**src/rtl/dport_unstuff.sv**
```systemverilog
// DisplayPort main-link deframer: strips BS/BE/FS/FE/SS/SE framing and fill from 1- or 2-lane
// symbol words, rebuilds 24bpp pixel pairs, and captures VB-ID and MSA timing fields.
//   state    | meaning
//   S_BLANK  | between lines; waits for BE (line start), SS SS (MSA) or BS (VB-ID)
//   S_ACTIVE | pixel data feeds the assemblers
//   S_FILL   | stuffing between FS and FE; data discarded, word timeout running
//   S_VBID   | after BS; next data byte is the VB-ID
//   S_MSA    | counting lane-0 MSA bytes until SE
`timescale 1ns/1ps
module dport_unstuff #(
  parameter int FILL_TIMEOUT = 64
) (
  input  logic        dpclk,
  input  logic        resetn,
  input  logic        twolane,
  input  logic [15:0] dpdat0,
  input  logic [15:0] dpdat1,
  input  logic [1:0]  dpisk0,
  input  logic [1:0]  dpisk1,
  output logic        px_valid,
  output logic [47:0] px_data,
  output logic        px_sol,
  output logic        px_eol,
  output logic        px_sof,
  output logic        vblank,
  output logic [7:0]  vbid,
  output logic        msa_valid,
  output logic [15:0] htot,
  output logic [15:0] vtot,
  output logic [15:0] hact,
  output logic [15:0] vact,
  output logic        sym_err
);
  localparam logic [7:0] K_BS = 8'hBC;
  localparam logic [7:0] K_BE = 8'hFB;
  localparam logic [7:0] K_FS = 8'hFE;
  localparam logic [7:0] K_FE = 8'hF7;
  localparam logic [7:0] K_SS = 8'h5C;
  localparam logic [7:0] K_SE = 8'hFD;
  localparam logic [6:0] FILL_LOAD = 7'(FILL_TIMEOUT);

  typedef enum logic [2:0] {S_BLANK, S_ACTIVE, S_FILL, S_VBID, S_MSA} state_t;

  state_t      state_q, state_n;
  logic        ss_q, ss_n, ss_prev;
  logic [2:0]  cnt_q, cnt_n;
  logic [47:0] pair_q, pair_n;
  logic        sol_arm_q, sol_arm_n, sof_arm_q, sof_arm_n;
  logic [6:0]  fill_cnt_q, fill_cnt_n;
  logic        fill_loaded;
  logic [5:0]  idx_q, idx_n;
  logic [15:0] sh_htot_q, sh_htot_n, sh_vtot_q, sh_vtot_n;
  logic [15:0] sh_hact_q, sh_hact_n, sh_vact_q, sh_vact_n;
  logic [7:0]  vbid_n;
  logic        emit, e_sol, e_eol, e_sof, err, msa_done;
  logic [47:0] e_data;
  logic [7:0]  b0, b1;
  logic        k;
  logic [5:0]  lo;

  always_comb begin
    state_n     = state_q;
    ss_n        = ss_q;
    ss_prev     = 1'b0;
    cnt_n       = cnt_q;
    pair_n      = pair_q;
    sol_arm_n   = sol_arm_q;
    sof_arm_n   = sof_arm_q;
    fill_cnt_n  = fill_cnt_q;
    fill_loaded = 1'b0;
    idx_n       = idx_q;
    sh_htot_n   = sh_htot_q;
    sh_vtot_n   = sh_vtot_q;
    sh_hact_n   = sh_hact_q;
    sh_vact_n   = sh_vact_q;
    vbid_n      = vbid;
    emit        = 1'b0;
    e_data      = '0;
    e_sol       = 1'b0;
    e_eol       = 1'b0;
    e_sof       = 1'b0;
    msa_done    = 1'b0;
    b0          = '0;
    b1          = '0;
    k           = 1'b0;
    lo          = '0;
    err         = twolane && (dpisk0 != dpisk1);

    // Symbol 0 then symbol 1; each sees the state left by the previous one.
    for (int s = 0; s < 2; s++) begin
      b0      = (s == 1) ? dpdat0[15:8] : dpdat0[7:0];
      b1      = (s == 1) ? dpdat1[15:8] : dpdat1[7:0];
      k       = (s == 1) ? dpisk0[1] : dpisk0[0];
      lo      = {cnt_n, 3'b000};
      ss_prev = ss_n;
      ss_n    = 1'b0;
      if (state_n == S_VBID && k) begin
        err     = 1'b1;
        state_n = S_BLANK;
      end
      case (state_n)
        S_BLANK: begin
          if (k) begin
            if (b0 == K_BE) begin
              cnt_n     = '0;
              pair_n    = '0;
              sol_arm_n = 1'b1;
              state_n   = S_ACTIVE;
            end else if (b0 == K_SS) begin
              if (ss_prev) begin
                state_n = S_MSA;
                idx_n   = '0;
              end else begin
                ss_n = 1'b1;
              end
            end else if (b0 == K_BS) begin
              state_n = S_VBID;
            end
          end
        end
        S_ACTIVE, S_FILL: begin
          if (!k) begin
            if (state_n == S_ACTIVE) begin
              pair_n[lo +: 8] = b0;
              if (twolane) pair_n[lo + 6'd24 +: 8] = b1;
              cnt_n = cnt_n + 3'd1;
              if (cnt_n == (twolane ? 3'd3 : 3'd6)) begin
                emit      = 1'b1;
                e_data    = pair_n;
                e_sol     = sol_arm_n;
                e_sof     = sof_arm_n;
                sol_arm_n = 1'b0;
                sof_arm_n = 1'b0;
                pair_n    = '0;
                cnt_n     = '0;
              end
            end
          end else if (b0 == K_BS) begin
            // eol marks the pair that completes in the same word as BS
            if (cnt_n == 3'd0) begin
              if (emit) e_eol = 1'b1;
            end else begin
              if (!twolane && cnt_n >= 3'd3) begin
                emit      = 1'b1;
                e_data    = {24'h0, pair_n[23:0]};
                e_sol     = sol_arm_n;
                e_sof     = sof_arm_n;
                e_eol     = 1'b1;
                sol_arm_n = 1'b0;
                sof_arm_n = 1'b0;
              end
              if (twolane || cnt_n != 3'd3) err = 1'b1;
              cnt_n  = '0;
              pair_n = '0;
            end
            state_n = S_VBID;
          end else if (state_n == S_ACTIVE && b0 == K_FS) begin
            state_n     = S_FILL;
            fill_cnt_n  = FILL_LOAD;
            fill_loaded = 1'b1;
          end else if (state_n == S_FILL && b0 == K_FE) begin
            state_n = S_ACTIVE;
          end else begin
            err = 1'b1;
          end
        end
        S_VBID: begin
          if (vbid_n[0] && !b0[0]) sof_arm_n = 1'b1;
          vbid_n  = b0;
          state_n = S_BLANK;
        end
        S_MSA: begin
          if (!k) begin
            if (idx_n > 6'd40) begin
              err     = 1'b1;
              state_n = S_BLANK;
            end else begin
              case (idx_n)
                6'd3:    sh_htot_n[15:8] = b0;
                6'd4:    sh_htot_n[7:0]  = b0;
                6'd5:    sh_vtot_n[15:8] = b0;
                6'd6:    sh_vtot_n[7:0]  = b0;
                default: ;
              endcase
              case (idx_n - (twolane ? 6'd12 : 6'd21))
                6'd0:    sh_hact_n[15:8] = b0;
                6'd1:    sh_hact_n[7:0]  = b0;
                6'd2:    sh_vact_n[15:8] = b0;
                6'd3:    sh_vact_n[7:0]  = b0;
                default: ;
              endcase
              if (idx_n != 6'd63) idx_n = idx_n + 6'd1;
            end
          end else if (b0 == K_SE) begin
            if (idx_n >= (twolane ? 6'd16 : 6'd25)) msa_done = 1'b1;
            state_n = S_BLANK;
          end else if (b0 != K_SS) begin
            err = 1'b1;
          end
        end
        default: state_n = S_BLANK;
      endcase
    end

    if (state_q == S_FILL && state_n == S_FILL && !fill_loaded) begin
      if (fill_cnt_q == 7'd0) begin
        err     = 1'b1;
        state_n = S_BLANK;
      end else begin
        fill_cnt_n = fill_cnt_q - 7'd1;
      end
    end
  end

  always_ff @(posedge dpclk or negedge resetn) begin
    if (!resetn) begin
      state_q    <= S_BLANK;
      ss_q       <= 1'b0;
      cnt_q      <= '0;
      pair_q     <= '0;
      sol_arm_q  <= 1'b0;
      sof_arm_q  <= 1'b0;
      fill_cnt_q <= '0;
      idx_q      <= '0;
      sh_htot_q  <= '0;
      sh_vtot_q  <= '0;
      sh_hact_q  <= '0;
      sh_vact_q  <= '0;
      px_valid   <= 1'b0;
      px_data    <= '0;
      px_sol     <= 1'b0;
      px_eol     <= 1'b0;
      px_sof     <= 1'b0;
      vbid       <= '0;
      msa_valid  <= 1'b0;
      htot       <= '0;
      vtot       <= '0;
      hact       <= '0;
      vact       <= '0;
      sym_err    <= 1'b0;
    end else begin
      state_q    <= state_n;
      ss_q       <= ss_n;
      cnt_q      <= cnt_n;
      pair_q     <= pair_n;
      sol_arm_q  <= sol_arm_n;
      sof_arm_q  <= sof_arm_n;
      fill_cnt_q <= fill_cnt_n;
      idx_q      <= idx_n;
      sh_htot_q  <= sh_htot_n;
      sh_vtot_q  <= sh_vtot_n;
      sh_hact_q  <= sh_hact_n;
      sh_vact_q  <= sh_vact_n;
      px_valid   <= emit;
      px_data    <= e_data;
      px_sol     <= e_sol;
      px_eol     <= e_eol;
      px_sof     <= e_sof;
      vbid       <= vbid_n;
      msa_valid  <= msa_done;
      sym_err    <= err;
      if (msa_done) begin
        htot <= sh_htot_n;
        vtot <= sh_vtot_n;
        hact <= sh_hact_n;
        vact <= sh_vact_n;
      end
    end
  end

  assign vblank = vbid[0];
endmodule

```
**config.mk**
```make
export PLATFORM = sky130hd
export DESIGN_NAME = dport_unstuff
export DESIGN_NICKNAME = d
export VERILOG_FILES = /design/src/rtl/dport_unstuff.sv
export SDC_FILE = /design/constraint.sdc
export NUM_CORES = 1
export LEC_CHECK = 0
export BUFFER_PORTS_ARGS = -buffer_cell sky130_fd_sc_hd__buf_4
export CAP_MARGIN = 20
export CORE_MARGIN = 2
export CORE_UTILIZATION = 40
export DETAILED_ROUTE_END_ITERATION = 12
export GPL_TIMING_DRIVEN = 0
export MAX_ROUTING_LAYER = met4
export SYNTH_ARGS = -nofsm -noshare
export SYNTH_HDL_FRONTEND = slang
export SYNTH_SLANG_ARGS = --single-unit
```
**constraint.sdc**
```tcl
create_clock -name dpclk -period 4.55 [get_ports dpclk]
set_input_delay 0.455 -clock dpclk [delete_from_list [all_inputs] [get_ports dpclk]]
set_output_delay 0.455 -clock dpclk [all_outputs]
set_load 0.02 [all_outputs]
```
==> run metrics, run 1 <==
I/O pin count=roughly 170; Tightest Hold Check Type=input port to register; slowest cell delay on critical path=around 830 ps; worst path cell trace=buf_4, clkbuf_1, clkinvlp_4, o41ai_1, o211a_1, xnor2_1, a31oi_1, mux2i_1, clkbuf_1, o22ai_1; row cnt=73; sequential power share=between 20% and 30%; Worst setup EP type=register; Via-to-Cell Ratio=roughly 6.3; Bufs and invs on worst path=4; total global routing overflow=0; insertion delay to the later sink of the worst-skew pair=~600 ps; WP data required=around 5000 ps; Seq/Total Area, Yosys=between 40 and 50%; DR WL/cell=25.9 um; layout cell share with drive strength beyond 1=approximately 25%; Clock Skews=around 19 ps; crit path kind=input port to register; sw frac=around 44%; # clock sinks=260; initial antenna violation count=4; outcome=finished clean; Synth Instances=1,741; yosys warns=0; Final #Nets=~2,000; hpwl dp=around 46,000 um; CP Max Fanout=10; Clock Tree Buf Depth=3; Mean Syn Cell Area=~9.2 um^2; Logic pwr share=a little under 50%; Slowest-stage cell, CP=clkinvlp_4; port bufs=160; Root Driver=clkbuf_16; first-pass GRT wire length=~97,000 um; CTS Buf Count=31; fill cell count=about 3,800; Max IR drop VDD=roughly 0.38 mV; Clock transition at path regs=roughly 70 ps; cell family with most CP delay=buffers and inverters; internal power=a little under 0.006 W; largest net degree at the start of global routing=~130; area grow syn2layout=23.4%; WL final=~65,000 um; arrival time at the worst endpoint=between 4000 and 5000 ps; Overall Global Routing Usage=about a third; crit-path most repeated cell=clkbuf_1; clock share of power=roughly a quarter; die height=roughly 200 um; DRT antenna net count=0; post-route setup TNS=0 ps; main area contributors after synthesis=dfrtp_1, mux2_2, mux2i_1, nand2_1, o21ai_0; Slew HR=roughly 16%; pwr dens=534 nW/um^2; router iterations before antenna repair=9; Final setup viols=0; Fin. Hold Viols=0; Synth top area share=about two fifths; Leakage=9.29 nW; gpl congestion=between 1 and 1.5; NetSw=between 0.004 and 0.005 W; area leader, netlist=dfrtp_1; Synth cell types=between 90 and 100; Tightest Pin Transition=around 1300 ps; synthesis-stage register bit count=between 200 and 300; max cap viols=0; initial core utilization=between 40 and 50%; Tmin final=roughly 4500 ps; Initial DRC Count=1,615; Tot Pwr=0.0106 W; FFs w/ async S/R, synth=100%; drt drc=0; smallest hold slack=between 200 and 300 ps; H-Tree Depth=1; max-slew violations=0; ys flop type=dfrtp_1; Die ar.=41,700 um^2; Fmax=between 200 and 250 MHz; Mapped Area=roughly 16,000 um^2; vias post-DR=~16,000; Final Cycle Share=approximately 100%; vias in the first global route=approximately 15,000; Std-Cell Core Area=slightly below 40,000 um^2; number of synthesized flops with an enable pin=0; DIE WIDTH=204 um; syn nets=1,820; CTS tree=done; CP startpoint kind=input port
==> Yosys cell counts (all sizes together) (5+ instances only) <==
cell type  number
a222oi          8
nor2          104
a22o           41
clkbuf         94
o22ai          14
a32oi          13
ha             40
nor2b          14
nor3           33
a31oi          12
nand4          12
a311oi          5
a22oi          65
xnor2           5
mux2i          74
and3            7
a21oi         109
nor4           15
a21o            5
or2             9
nand3b          5
and2           10
nand2         196
a32o           10
o31ai           8
or3             6
nor3b          11
o2bb2ai        31
mux2           95
dfrtp         260
nand3          46
o211ai         17
a221o          10
o21ai         143
a211oi         17
a2bb2oi         9
nand2b         22
buf            36
inv            64
==> final timing paths <==
check                      slack [ps]          start  cells past startpoint            end
min                               290      dpdat0[9]                      3      pair_q[9]
max                                90      dpdat0[2]                     10     pair_q[18]
min in group asynchronous         390         resetn                      2    px_data[15]
min reg2reg                       480  fill_cnt_q[6]                      1  fill_cnt_q[6]
max reg2reg                       100       cnt_q[1]                     17     pair_q[41]
max in group asynchronous        3110         resetn                      3   sh_hact_q[7]
==> final cells by class <==
type	instances	area [um^2]	area share, %
antenna	4	10.0	0.0505
tap	525	657	3.32
buffer	121	594	3.00
sequential	260	6510	32.9
clock inverter	15	198	0.998
clock buffer	41	863	4.36
timing repair buffer	203	1620	8.19
inverter	66	260	1.31
multi-input combinational	1285	9090	45.9
==> layer usage <==
| metal | GRT usage [%] | wire length, um | vias to the layer above |
|---|---|---|---|
| met5 | - | 0 | - |
| li1 | - | - | 6902 |
| met1 | 39.8 | 25900 | 7748 |
| met2 | 47.8 | 28900 | 930 |
| met3 | 7.02 | 6380 | 242 |
| met4 | 18.0 | 4190 | 0 |
==> logic make-up (layout without fill, tap and decap cells) <==
family | Yosys count | count (layout) | synth area share [%]
multiplexers | 169 | 169 | 11.3
XOR/XNOR | 9 | 9 | 0.491
AO/OA/AOI/OAI | 553 | 553 | 23.7
flip-flops | 260 | 260 | 40.5
AND/OR/NAND/NOR | 514 | 514 | 15.8
adder cells (fa/ha/maj) | 40 | 40 | 3.12
other | 0 | 4 | 0
buffers and inverters | 196 | 446 | 4.97
==> sequential cells by signal, summed over array words and instances (netlist names), 8 cells and up <==
register	cells
sh_vtot_q	16
pair_q	48
vbid	8
hact	16
sh_hact_q	16
vact	16
vtot	16
htot	16
px_data	48
sh_vact_q	16
sh_htot_q	16
==> layout by cell type (no fill, tap or decap), types with 26 or more instances in the layout <==
cell	count
dfrtp_1	257
buf_4	197
nand2_1	193
o21ai_0	112
a21oi_1	106
nor2_1	101
mux2_2	95
clkbuf_1	75
mux2i_1	74
inv_1	59
a22oi_1	58
nand3_1	46
a22o_1	41
ha_1	32
o2bb2ai_1	31
clkbuf_16	31
o21ai_1	28
nor3_1	27
buf_2	26
==> metrics by stage <==
stage	std cells	util [%]	setup WS, ps	cell area, um^2
finish	2520	50.0	86.4	19800
global route	2520	50.0	-0.559	19800
CTS	2502	49.4	0.389	19600
detailed placement	2436	45.5	-1190	18000
global placement	2426	45.2	-1240	17900
floorplan	1741	-	31.5	16100
==> power by group through the flow <==
stage | registers [W] | logic (W) | clock network (W)
6_report | 0.00272 | 0.00525 | 0.00260
5_1_grt | 0.00274 | 0.00556 | 0.00274
4_1_cts | 0.00271 | 0.00484 | 0.00264
3_5_place_dp | 0.00274 | 0.00436 | 0
3_3_place_gp | 0.00274 | 0.00428 | 0
2_1_floorplan | 0.00276 | 0.00295 | 0
==> tightest hold or removal path: stages <==
cell       delay, ps
buf_4            150
a222oi_1         100
o2bb2ai_1        140
==> repair_timing <==
item / 4_1_cts / 5_1_grt
setup endpoints to repair: 198 / 188
buffers inserted: 18 / 13
resized for setup: 78 / 41
hold endpoints to repair: 53 / 0
hold buffers: 1 / 0
pin swaps: 16 / 11
Power figures use the tool's default switching activity.
==> run 2: changes to the inputs <==
- CAP_MARGIN: 20 -> unset
- REMOVE_ABC_BUFFERS: unset -> 1
==> run metrics, run 2 (same netlist as run 1, synthesis figures left out) <==
Std-Cell Core Area=39,600 um^2 (unchanged); router iterations before antenna repair=8 (was 9); most frequent cells in the layout=dfrtp_1, buf_4, nand2_1 (unchanged); Final setup viols=0 (unchanged); initial core utilization=40.5% (unchanged); H-Tree Depth=1 (unchanged); Fmax=222 MHz (was 224 MHz); setup ws final=38.0 ps (was 86.4 ps); Final Cycle Share=99.2% (was 98.1%); Inst Count DP=2,317 (was 2,436); area grow syn2layout=22.5% (was 23.4%); Fin. Hold Viols=0 (unchanged); worst path cell trace=ha_2, ha_4, and3b_2, o21a_4, nor2_4, clkbuf_16, a221o_4, clkinvlp_4, ha_4, inv_2, ha_4, and3_4, o21ai_1, nor2b_4, a222oi_1, nor2_1, a221o_1 (was buf_4, clkbuf_1, clkinvlp_4, o41ai_1, o211a_1, xnor2_1, a31oi_1, mux2i_1, clkbuf_1, o22ai_1); hpwl dp=38,500 um (was 46,400 um); port bufs=165 (was 160); crit path kind=register to register (was input port to register); Largest regs=pair_q x48, px_data x48 (unchanged); CTS Buf Count=31 (unchanged); pwr dens=532 nW/um^2 (was 534 nW/um^2); Tightest Pin Transition=1400 ps (was 1270 ps); cell family with most CP delay=compound AO/OA/AOI/OAI gates (was buffers and inverters); DRT antenna net count=0 (unchanged); Worst setup EP type=register (unchanged); Clock Tree Buf Depth=3 (unchanged); Place WS=-2220 ps (was -1190 ps); CP startpoint kind=register (was input port); Die ar.=41,700 um^2 (unchanged); fill cell count=3,742 (was 3,848); drt drc=0 (unchanged); Initial DRC Count=1,826 (was 1,615); die height=204 um (unchanged); initial antenna violation count=2 (was 4); max cap viols=0 (unchanged); CP Max Fanout=13 (was 10); max-slew violations=0 (unchanged); slowest cell delay on critical path=530 ps (was 830 ps); Clock transition at path regs=60 ps (was 70 ps); final core utilization=49.6% (was 50.0%); crit-path most repeated cell=ha_4 (was clkbuf_1); Overall Global Routing Usage=29.3% (was 31.9%); row cnt=73 (unchanged); outcome=finished clean (unchanged); Via-to-Cell Ratio=6.31 (was 6.28); DR WL/cell=25.1 um (was 25.9 um); CTS tree=done (unchanged); vias in the first global route=14,748 (was 15,366); commonest non-fill, non-tap cell in the layout=dfrtp_1 (unchanged); DIE WIDTH=204 um (unchanged); largest net degree at the start of global routing=114 (was 126); first-pass GRT wire length=90,600 um (was 97,200 um); Tmin final=4510 ps (was 4460 ps); Root Driver=clkbuf_16 (unchanged); Leakage=9.18 nW (was 9.29 nW); Slew HR=6.18% (was 15.6%); Clock Skews=14.1 ps (was 18.6 ps); WP data required=5020 ps (was 5000 ps); layout cell share with drive strength beyond 1=25.7% (was 24.6%); Final #Nets=1,966 (was 2,047); Tightest Hold Check Type=input port to register (unchanged); arrival time at the worst endpoint=4980 ps (was 4910 ps); Slowest-stage cell, CP=dfrtp_4 (was clkinvlp_4); I/O pin count=166 (unchanged); gpl congestion=0.929 (was 1.01); vias post-DR=15,361 (was 15,822); insertion delay to the later sink of the worst-skew pair=610 ps (was 600 ps); # clock sinks=260 (unchanged); Cell Count, Final, Fillers Out=2,435 (was 2,520); Bufs and invs on worst path=3 (was 4); WL final=61,200 um (was 65,400 um); total global routing overflow=0 (unchanged); Max IR drop VDD=0.402 mV (was 0.384 mV)
## run 2: what timing repair did
action | 4_1_cts | 5_1_grt
resized for setup | 66 | 33
hold buffers | 1 | 0
gates cloned | 3 | 1
hold endpoints to repair | 49 | 0
setup buffers | 36 | 21
setup endpoints to repair | 201 | 117
pin swaps | 21 | 17
## run 2: area by class of cell
class,count,area [um^2],area share (%)
Inverter,66,260,1.32
Sequential cell,260,6520,33.2
Clock inverter,10,146,0.745
Clock buffer,44,865,4.40
Multi-Input combinational cell,1288,9220,46.9
Tap cell,525,657,3.34
Antenna cell,2,5.00,0.0255
Timing Repair Buffer,240,1980,10.1
## run 2: stage by stage
step	instance area, um^2	power [W]	setup TNS [ps]	hold slack (ps)
6_report	19700	0.0105	0	294
3_3_place_gp	17400	0.00677	-577450	466
5_1_grt	19700	0.0109	-79.0	290
2_1_floorplan	15500	0.00553	-154080	159
4_1_cts	19300	0.0100	-27.5	263
3_5_place_dp	17700	0.00690	-229410	399
## run 2: report_power, final
part / internal [W] / switching, W / leakage, nW
sequential: 0.00254 / 0.000209 / 3.53
combinational: 0.00182 / 0.00337 / 5.15
clock: 0.00148 / 0.00103 / 0.494
## run 2: worst reg2reg max path, stage by stage (launching register included)
cell and delay (ps):
dfrtp_4 530, ha_2 220, ha_4 240, and3b_2 230
o21a_4 250, nor2_4 190, clkbuf_16 220, a221o_4 290
clkinvlp_4 190, ha_4 340, inv_2 70, ha_4 290
and3_4 190, o21ai_1 100, nor2b_4 200, a222oi_1 410
nor2_1 100, a221o_1 310
## run 2: worst paths after layout
check / startpoint / endpoint / slack, ps / cells after the start
hold reg to reg: fill_cnt_q[6] / fill_cnt_q[6] / 470 / 1
setup / recovery: cnt_q[0] / px_data[8] / 40 / 17
hold / removal: dpdat0[8] / vbid[0] / 290 / 3
max in group asynchronous: resetn / cnt_q[0] / 3150 / 3
setup reg to reg: cnt_q[0] / px_data[8] / 40 / 17
min in group asynchronous: resetn / px_data[21] / 360 / 2
## run 2: per-layer routing
| layer | routed length [um] | global-route usage, % | vias up |
|---|---|---|---|
| met2 | 27500 | 45.1 | 916 |
| met3 | 6210 | 5.92 | 198 |
| li1 | - | - | 6742 |
| met5 | 0 | - | - |
| met1 | 24400 | 37.6 | 7505 |
| met4 | 3110 | 12.6 | 0 |
